File: src/rtl/multi_ch_sync_edge_detect.sv
// Per-channel async-to-clk_fast synchroniser with mode-selected edge detection, pulse, sticky flag and saturating count.
// Input change to edge_pulse is SYNC_STAGES cycles (+1 sampling uncertainty); no backpressure, events are never stalled.
`timescale 1ns/1ps
module multi_ch_sync_edge_detect #(
  parameter int CH          = 4,
  parameter int SYNC_STAGES = 2,
  parameter int CNT_W       = 8,
  parameter bit RST_VAL     = 1'b0,
  parameter bit RST_MASK    = 1'b1
) (
  input  logic                  clk_fast,
  input  logic                  rst_n,
  input  logic [CH-1:0]         data_from_slow,
  input  logic [2*CH-1:0]       edge_mode,
  input  logic [CH-1:0]         sticky_clr,
  input  logic [CH-1:0]         cnt_clr,
  output logic [CH-1:0]         data_to_fast,
  output logic [CH-1:0]         edge_pulse,
  output logic [CH-1:0]         edge_sticky,
  output logic [CH*CNT_W-1:0]   edge_cnt
);

  localparam int MW = $clog2(SYNC_STAGES + 2);
  localparam logic [MW-1:0] MASK_INIT = RST_MASK ? MW'(SYNC_STAGES + 1) : '0;
  localparam logic [MW-1:0] MASK_ONE  = MW'(1);
  localparam logic [CNT_W-1:0] CNT_ONE = CNT_W'(1);
  localparam logic [CNT_W-1:0] CNT_MAX = '1;

  localparam logic [1:0] MODE_RISE = 2'b00;
  localparam logic [1:0] MODE_FALL = 2'b01;
  localparam logic [1:0] MODE_BOTH = 2'b10;

  // Shared post-reset blanking window: history settles before any edge is trusted.
  logic [MW-1:0] mask_q;
  logic          masked;

  always_ff @(posedge clk_fast or negedge rst_n) begin
    if (!rst_n) begin
      mask_q <= MASK_INIT;
    end else if (mask_q != '0) begin
      mask_q <= mask_q - MASK_ONE;
    end
  end

  assign masked = (mask_q != '0);

  for (genvar i = 0; i < CH; i++) begin : g_ch
    logic [SYNC_STAGES-1:0] sync_q;
    logic                   hist_q;
    logic [1:0]             mode_q;
    logic                   sticky_q;
    logic [CNT_W-1:0]       cnt_q;
    logic                   rise;
    logic                   fall;
    logic                   hit;
    logic                   pulse;

    // Mode is registered so the decode depends on flops only.
    always_ff @(posedge clk_fast or negedge rst_n) begin
      if (!rst_n) begin
        sync_q <= {SYNC_STAGES{RST_VAL}};
        hist_q <= RST_VAL;
        mode_q <= 2'b11;
      end else begin
        sync_q <= {sync_q[SYNC_STAGES-2:0], data_from_slow[i]};
        hist_q <= sync_q[SYNC_STAGES-1];
        mode_q <= edge_mode[2*i +: 2];
      end
    end

    always_comb begin
      rise = sync_q[SYNC_STAGES-1] & ~hist_q;
      fall = ~sync_q[SYNC_STAGES-1] & hist_q;
      hit  = 1'b0;
      unique case (mode_q)
        MODE_RISE: hit = rise;
        MODE_FALL: hit = fall;
        MODE_BOTH: hit = rise | fall;
        default:   hit = 1'b0;
      endcase
    end

    assign pulse = hit & ~masked;

    // An event in the same cycle as a clear wins: sticky stays set, count restarts at 1.
    always_ff @(posedge clk_fast or negedge rst_n) begin
      if (!rst_n) begin
        sticky_q <= 1'b0;
        cnt_q    <= '0;
      end else begin
        sticky_q <= pulse | (sticky_q & ~sticky_clr[i]);
        if (pulse) begin
          if (cnt_clr[i]) begin
            cnt_q <= CNT_ONE;
          end else if (cnt_q != CNT_MAX) begin
            cnt_q <= cnt_q + CNT_ONE;
          end
        end else if (cnt_clr[i]) begin
          cnt_q <= '0;
        end
      end
    end

    assign data_to_fast[i]              = sync_q[SYNC_STAGES-1];
    assign edge_pulse[i]                = pulse;
    assign edge_sticky[i]               = sticky_q;
    assign edge_cnt[i*CNT_W +: CNT_W]   = cnt_q;
  end

endmodule

File: config.mk
export PLATFORM = sky130hd
export DESIGN_NAME = multi_ch_sync_edge_detect
export DESIGN_NICKNAME = d
export VERILOG_FILES = /design/src/rtl/multi_ch_sync_edge_detect.sv
export SDC_FILE = /design/constraint.sdc
export NUM_CORES = 1
export LEC_CHECK = 0
export CELL_PAD_IN_SITES_DETAIL_PLACEMENT = 1
export CELL_PAD_IN_SITES_GLOBAL_PLACEMENT = 1
export CORE_UTILIZATION = 39
export DETAILED_ROUTE_END_ITERATION = 6
export PLACE_DENSITY_LB_ADDON = 0.1
export SYNTH_ARGS = -nofsm -noshare
export SYNTH_HDL_FRONTEND = slang
export SYNTH_SLANG_ARGS = --single-unit
File: constraint.sdc
create_clock -name clk_fast -period 2.24 [get_ports clk_fast]
set_input_delay 0.224 -clock clk_fast [delete_from_list [all_inputs] [get_ports clk_fast]]
set_output_delay 0.224 -clock clk_fast [all_outputs]
set_load 0.01 [all_outputs]
======== After elaboration in Yosys (flattened, before gate mapping) ========
Index checks and enable logic that the tools add are counted.
word-level totals
  flip-flop bits (word level) ............. 58
  input bits .............................. 22
  output and inout port bits .............. 44
  logic and storage cells ................. 112
cells by class
  $add $sub $neg .......................... 5
  eq/ne operators ......................... 12
  mux-type cells .......................... 20
  bitwise operators ....................... 37
  reductions and logical operators ........ 17
operators by type and width
  cell                 number
  $mux 8               16
  $add 8x1->8 const B  4
  $ne 8x8->1 const B   4
  $reduce_bool 2->1    9
  $and 1x1->1          16
  $not 1->1            13
  $pmux 1 s3           4
  $eq 2x1->1 const B   4
  $eq 2x2->1 const B   4
  $logic_not 2->1      4
  $or 1x1->1           8
  $reduce_and 2->1     4
  $sub 2x1->2 const B  1

======== Logic depth before layout (Yosys ltp) ========
Gate-level depths: netlist (run 1).
  depth after elaboration ................. 7
  depth in mapped cells ................... 8
  depth with buffers taken out ............ 7

======== Worst setup path after synthesis (run 1) ========
No wires, ideal clock.
  kind .................................... register to register
  from .................................... register mask_q[0]
  to ...................................... register g_ch[0].cnt_q[4]
  setup time .............................. 137 ps
  data arrival time ....................... 1604 ps
  required time ........................... 2103 ps
  path slack .............................. 499 ps
  stages on the path, launching flop included .. 9
  buffers on the path ..................... 2
  clock period less this slack ............ 1741 ps
  path through ............................ dfstp_2 > inv_1 > ha_1 > buf_4 > a21boi_2 > and2_1 > buf_4 > a41oi_1 > a311oi_1
between the ends
  longest elaborated chain between the ends .. 5
  elaborated cells between the ends (all ways) .. 6
  classes of those cells .................. mux (1); bitwise (2); reduce/logical (3)
RTL lines
  what                                RTL line  text
  start, declared                     34        logic [MW-1:0] mask_q;
  start signal, assigned              41        mask_q <= mask_q - MASK_ONE;
  $reduce_bool 2->1 *                 45        assign masked = (mask_q != '0);
  $not 1->1 *                         83        assign pulse = hit & ~masked;
  $and 1x1->1 *                       83
  named net g_ch[0].pulse             56        logic pulse;
  $reduce_bool 2->1 (no source line)  -
  $reduce_and 2->1 (no source line)   -
  end signal, assigned                96        cnt_q <= cnt_q + CNT_ONE;
  end, declared                       52        logic [CNT_W-1:0] cnt_q;
Mark *: on every way through the listed nets, which the timed path passes. The rest lies on a longest branch.
A chain may end at the register's enable or synchronous reset.

======== Worst setup path in the final report (run 1) ========
  from .................................... register g_ch[0].sync_q[1]
  to ...................................... output port edge_pulse[0]
between the ends
  longest elaborated chain between the ends .. 5
  elaborated cells between the ends (all ways) .. 6
  classes of those cells .................. mux (1); bitwise (5)
RTL lines
  what                    RTL line  text
  start, declared         48        logic [SYNC_STAGES-1:0] sync_q;
  start signal, assigned  61        sync_q <= {SYNC_STAGES{RST_VAL}};
  start signal, assigned  65        sync_q <= {sync_q[SYNC_STAGES-2:0], data_from_slow[i]};
  $not 1->1               73        fall = ~sync_q[SYNC_STAGES-1] & hist_q;
  $and 1x1->1             73
  $or 1x1->1              78        MODE_BOTH: hit = rise | fall;
  $pmux 1 s3 *            75        unique case (mode_q)
  $and 1x1->1 *           83
  end, declared           18        output logic [CH-1:0] edge_pulse,
Mark *: on every way between the ends. The rest lies on a longest branch, timed or not.

==> results of run 1 <==
## flip-flops by register name, indices dropped and copies added, names as in the netlist
signal	cells
g_ch.sync_q	8
g_ch.hist_q	4
g_ch.cnt_q	32
mask_q	2
g_ch.mode_q	8
g_ch.sticky_q	4
## per-stage QoR
stage	power, W	cells	worst slack, ns	util, %	instance area [µm²]
finish	0.00249	444	0.173	52.8	3830
global route	0.00262	444	0.0518	52.8	3830
CTS	0.00253	443	0.0253	52.6	3820
detailed placement	0.00150	424	0.222	49.4	3580
global placement	0.00149	424	0.266	49.4	3580
floorplan	0.00134	278	0.499	-	2920
## metal layers
metal  track usage, %  share of wire (%)  up-vias
li1                 -                  -     1114
met1             25.6                 46     1156
met2             30.3                 48       46
met3             3.82                3.9        7
met4             7.48                1.5        0
met5                0                  0        -
## worst register-to-register path, stage by stage, from the launching register on
cell and delay (ns):
dfrtp_1 0.38, inv_1 0.06, ha_1 0.29, nor2b_1 0.11
nor3_1 0.07, nand4b_4 0.27, or4_1 0.55, a21oi_1 0.16
## cell families after synthesis
group,share of synthesized area [%]
mux,1.42
fa+ha+maj,5.58
buf+inv,8.54
simple gates,19.8
xor+xnor,0.601
flops,50.2
compound gates,13.9
## layout make-up
type                            instances  share of cell area, %
Inverter                               24                   2.35
Sequential cell                        58                   38.2
Tap cell                               99                   3.24
Clock inverter                          2                  0.915
Multi-Input combinational cell        172                   31.5
Clock buffer                           14                   4.51
Timing Repair Buffer                   75                   19.2
## synthesized netlist by cell type (all sizes together), types with 3 or more instances
library cell  instances
and4b                 4
nand2                 9
nor3                  8
a21oi                15
o21ai                14
ha                   13
nand4                 4
buf                  22
o31ai                 5
dfrtp                48
dfstp                10
and4                  3
nand3                11
inv                  24
a311oi                5
mux2i                 3
and3                 13
nor2                 11
or3                   4
nor2b                13
a41oi                 6
or4                   3
## repair_timing
item	CTS	global route
pin swaps	0	0
gates resized for setup	5	1
cloned	0	0
endpoints found under the hold margin	18	0
setup endpoints to repair	4	1
setup buffers	2	1
hold buffers	1	0
## where the power goes
part           switching, W  internal (W)
logic              0.000157      0.000170
clock network      0.000404      0.000605
registers         0.0000488       0.00110
total              0.000610       0.00188
## worst paths after layout
kind | slack (ns) | to | startpoint
setup reg to reg | 0.29 | g_ch[3].cnt_q[5]$_DFFE_PN0P_ | g_ch[3].sync_q[1]$_DFF_PN0_
min in group asynchronous | 0.39 | g_ch[0].cnt_q[7]$_DFFE_PN0P_ | rst_n
hold reg to reg | 0.35 | g_ch[3].sync_q[1]$_DFF_PN0_ | g_ch[3].sync_q[0]$_DFF_PN0_
hold / removal | 0.30 | g_ch[3].mode_q[1]$_DFF_PN1_ | edge_mode[7]
setup / recovery | 0.17 | edge_pulse[0] | g_ch[0].sync_q[1]$_DFF_PN0_
max in group asynchronous | 1.20 | g_ch[2].mode_q[1]$_DFF_PN1_ | rst_n
==> results.sh, run 1 <==
export IMPL_dieArea_um2=7830
export IMPL_cpMaxStageDelayCell="dfrtp_1"
export IMPL_die_h_um=88.5
export IMPL_die_x_um=88.5
export IMPL_async_flop_share_pct=100
export IMPL_antenna_found_initial=0
export IMPL_portBuffers=65
export IMPL_fmax_mhz=484
export IMPL_yosysWarnings=0
export IMPL_wl_um=6700
export IMPL_grt_overflow=0
export IMPL_vias_per_cell=5.23
export IMPL_nFillCells=825
export IMPL_ys_ff_latch=58
export IMPL_cp_depth=6
export IMPL_grt_pass1_wl_um=11300
export IMPL_gp_congestion=0.760
export IMPL_vdd_ir_drop_max_mv=0.434
export IMPL_slew_headroom_pct=66.5
export IMPL_r2r_cells=7
export IMPL_grt_max_degree=40
export IMPL_drtPass1Iterations=4
export IMPL_cp_arrival_ns=1.84
export IMPL_max_stage_delay_ns=0.39
export IMPL_vias=2323
export IMPL_path_clk_slew_ns=0.07
export IMPL_setup_viol=0
export IMPL_drc=0
export IMPL_rsz0062_at_grt="no"
export IMPL_final_setup_skew_ns=0.00492
export IMPL_clkSinkCount=58
export IMPL_ys_types=50
export IMPL_synth_edf_count=0
export IMPL_ioPinCount=66
export IMPL_grt_usage_pct=19.0
export IMPL_cts_tree="built"
export IMPL_netlist_area_um2=2920
export IMPL_finalCritPeriodShare_pct=92.3
export IMPL_min_period_ns=2.07
export IMPL_fp_row_count=31
export IMPL_clk_insertion_delay_late_ns=0.33
export IMPL_power_density_nw_per_um2=650
export IMPL_final_max_slew_violation_count=0
export IMPL_hold_path_class="in2reg"
export IMPL_multiInputGateArea_um2=1210
export IMPL_path_max_fanout=4
export IMPL_outcome="completed"
export IMPL_crit_path_frequent_cell="inv_1"
export IMPL_crit_type="reg2out"
export IMPL_ys_seq_area_share_pct=50.2
export IMPL_cpLargestDelayFamily="flip-flops"
export IMPL_clockRootBuffer="clkbuf_8"
export IMPL_tightest_slew_ns=0.503
export IMPL_cts_made_buffers=9
export IMPL_synth_avg_cell_area_um2=10.5
export IMPL_holdWs_ns=0.298
export IMPL_drv_cap=0
export IMPL_fin_setup_tns_ns=0
export IMPL_drive_above_1_share_pct=12.8
export IMPL_drt_initial_drc_count=54
export IMPL_fin_nets=375
export IMPL_layout_common_cells="60 x clkdlybuf4s50_1, 48 x dfrtp_1, 24 x inv_1"
export IMPL_clockBufferDepth=2
export IMPL_whs_path_depth=1
export IMPL_cp_start_kind="register"
export IMPL_synth_top_area_cell="dfrtp_1"
export IMPL_p_leak_nw=1.67
export IMPL_required_ns=2.02
export IMPL_crit_buf_inv=3
export IMPL_synthesis_nets=313
export IMPL_initial_utilization_pct=40.2
export IMPL_dp_hpwl_um=4670
export IMPL_cp_cell_sequence="inv_1, ha_1, inv_1, a211o_1, and2_1, dlygate4sd2_1"
export IMPL_ys_top_cells_by_area="dfrtp_1 41%, dfstp_2 9.0%, ha_1 5.6%"
export IMPL_synthCells=278
export IMPL_endpoint_kind="primary output"
export IMPL_first_global_vias=2323
export IMPL_syn_to_final_growth_pct=31.3
export IMPL_cts_max_level=3
export IMPL_postRouteAntennaNets=0
export IMPL_final_common_cell="clkdlybuf4s50_1"
export IMPL_synth_top_area_share_pct=41.2
export IMPL_core_area_um2=7250
export IMPL_final_hold_violation_count=0
export IMPL_synth_flop_cell="dfrtp_1"
export IMPL_seq_area_um2=1460
export IMPL_num_antenna_cells=0
export IMPL_avgRoutedWirePerCell_um=15.1
Note: power is estimated with default switching activity, not from simulation.
==> inputs of run 2 (changes only) <==
SKIP_CTS_REPAIR_TIMING = 1   (was unset)
==> run 2 against run 1 <==
Against the previous run:
- first-iteration DRC count stayed put
- worst setup slack gained 0.084 ns
- non-clock buffer count is 2 lower
- utilization shrank 0.086 points
- sequential cell count unchanged
- total power is essentially flat
- largest power group unchanged
==> results.sh, run 2 (synthesis results as in run 1) <==
export IMPL_tightest_slew_ns=0.502
export IMPL_largest_reg_flops=32
export IMPL_cts_made_buffers=9
export IMPL_clockRootBuffer="clkbuf_8"
export IMPL_outcome="completed"
export IMPL_fin_nets=373
export IMPL_p_seq_share_pct=46.3
export IMPL_top_register="g_ch.cnt_q"
export IMPL_avgRoutedWirePerCell_um=15.2
export IMPL_initial_utilization_pct=40.2
export IMPL_wl_um=6700
export IMPL_crit_buf_inv=1
export IMPL_cp_arrival_ns=2.23
export IMPL_finalCritPeriodShare_pct=88.5
export IMPL_crit_type="reg2reg"
export IMPL_vias=2316
export IMPL_max_stage_delay_ns=0.55
export IMPL_combPwrFrac_pct=13.1
export IMPL_swShare_pct=24.6
export IMPL_antenna_found_initial=0
export IMPL_cpMaxStageDelayCell="or4_1"
export IMPL_grt_pass1_wl_um=11300
export IMPL_grt_max_degree=40
export IMPL_gp_congestion=0.760
export IMPL_dp_slack_ns=0.222
export IMPL_hold_path_class="in2reg"
export IMPL_core_area_um2=7250
export IMPL_setup_viol=0
export IMPL_layout_common_cells="60 x clkdlybuf4s50_1, 48 x dfrtp_1, 24 x inv_1"
export IMPL_path_clk_slew_ns=0.07
export IMPL_drive_above_1_share_pct=12.0
export IMPL_num_antenna_cells=0
export IMPL_vias_per_cell=5.24
export IMPL_slew_headroom_pct=66.5
export IMPL_rsz0062_at_grt="no"
export IMPL_p_leak_nw=1.69
export IMPL_power_switching_w=0.000611
export IMPL_clockBufferDepth=2
export IMPL_first_global_vias=2312
export IMPL_drtPass1Iterations=4
export IMPL_fp_row_count=31
export IMPL_setup_slack_ns=0.257
export IMPL_fmax_mhz=504
export IMPL_cp_start_kind="register"
export IMPL_path_max_fanout=13
export IMPL_die_h_um=88.5
export IMPL_drt_initial_drc_count=54
export IMPL_die_x_um=88.5
export IMPL_post_route_util_pct=52.7
export IMPL_reg_top3="g_ch.cnt_q: 32 flops, g_ch.mode_q: 8 flops, g_ch.sync_q: 8 flops"
export IMPL_cts_max_level=3
export IMPL_required_ns=2.49
export IMPL_postRouteAntennaNets=0
export IMPL_clk_insertion_delay_late_ns=0.33
export IMPL_dieArea_um2=7830
export IMPL_ioPinCount=66
export IMPL_p_int_w=0.00188
export IMPL_seq_area_um2=1460
export IMPL_vdd_ir_drop_max_mv=0.434
export IMPL_cp_cell_sequence="inv_1, ha_1, nor2b_1, nor3_1, nand4b_4, or4_1, a21oi_1"
export IMPL_final_hold_violation_count=0
export IMPL_drv_cap=0
export IMPL_cpLargestDelayFamily="simple AND/OR/NAND/NOR gates"
export IMPL_syn_to_final_growth_pct=31.1
export IMPL_power_density_nw_per_um2=651
export IMPL_drc=0
export IMPL_nFillCells=821
export IMPL_grt_overflow=0
export IMPL_endpoint_kind="register"
export IMPL_grt_usage_pct=19.0
export IMPL_final_common_cell="clkdlybuf4s50_1"
export IMPL_portBuffers=65
export IMPL_min_period_ns=1.98
export IMPL_dp_hpwl_um=4670
export IMPL_power_frac_clock_pct=40.6
export IMPL_clkSinkCount=58
export IMPL_cts_tree="built"
export IMPL_multiInputGateArea_um2=1200
export IMPL_final_setup_skew_ns=0.00492
export IMPL_final_max_slew_violation_count=0
## run 2: through the flow
| stage | hold WS (ns) | setup TNS, ns | power, W | instance area, µm² | std cells |
|---|---|---|---|---|---|
| 2_1_floorplan | -0.0716 | 0 | 0.00134 | 2920 | 278 |
| 3_3_place_gp | 0.226 | 0 | 0.00149 | 3580 | 424 |
| 6_report | 0.297 | 0 | 0.00249 | 3820 | 442 |
| 3_5_place_dp | 0.228 | 0 | 0.00150 | 3580 | 424 |
| 5_1_grt | 0.285 | 0 | 0.00261 | 3820 | 442 |
| 4_1_cts | -0.137 | -0.410 | 0.00253 | 3790 | 440 |
## run 2: per-layer routing
metal	vias to the layer above	routed length (µm)	global-route usage, %
met5	-	0	0
met1	1154	3100	25.5
met2	46	3240	30.1
met4	0	103	7.48
li1	1109	-	-
met3	7	262	3.82
## run 2: path summary, 6_finish.rpt
path	start	end	slack (ns)	cells past startpoint
min in group asynchronous	rst_n	g_ch[0].cnt_q[7]$_DFFE_PN0P_	0.39	2
max reg2reg	g_ch[3].sync_q[1]$_DFF_PN0_	g_ch[3].cnt_q[5]$_DFFE_PN0P_	0.26	7
max in group asynchronous	rst_n	g_ch[2].mode_q[1]$_DFF_PN1_	1.20	3
min reg2reg	g_ch[3].sync_q[0]$_DFF_PN0_	g_ch[3].sync_q[1]$_DFF_PN0_	0.35	0
max	g_ch[3].sync_q[1]$_DFF_PN0_	g_ch[3].cnt_q[5]$_DFFE_PN0P_	0.26	7
min	edge_mode[7]	g_ch[3].mode_q[1]$_DFF_PN1_	0.30	1
## run 2: layout make-up
type	instances	area share, %
Multi-Input combinational cell	172	31.5
Inverter	24	2.36
Clock inverter	2	0.917
Timing Repair Buffer	73	19.1
Clock buffer	14	4.52
Sequential cell	58	38.3
Tap cell	99	3.24
## run 2: power groups by stage
stage	sequential, W	clock (W)	combinational, W
6_report	0.00115	0.00101	0.000325
5_1_grt	0.00116	0.00109	0.000365
4_1_cts	0.00115	0.00105	0.000331
3_5_place_dp	0.00117	0	0.000329
3_3_place_gp	0.00117	0	0.000321
2_1_floorplan	0.00117	0	0.000167
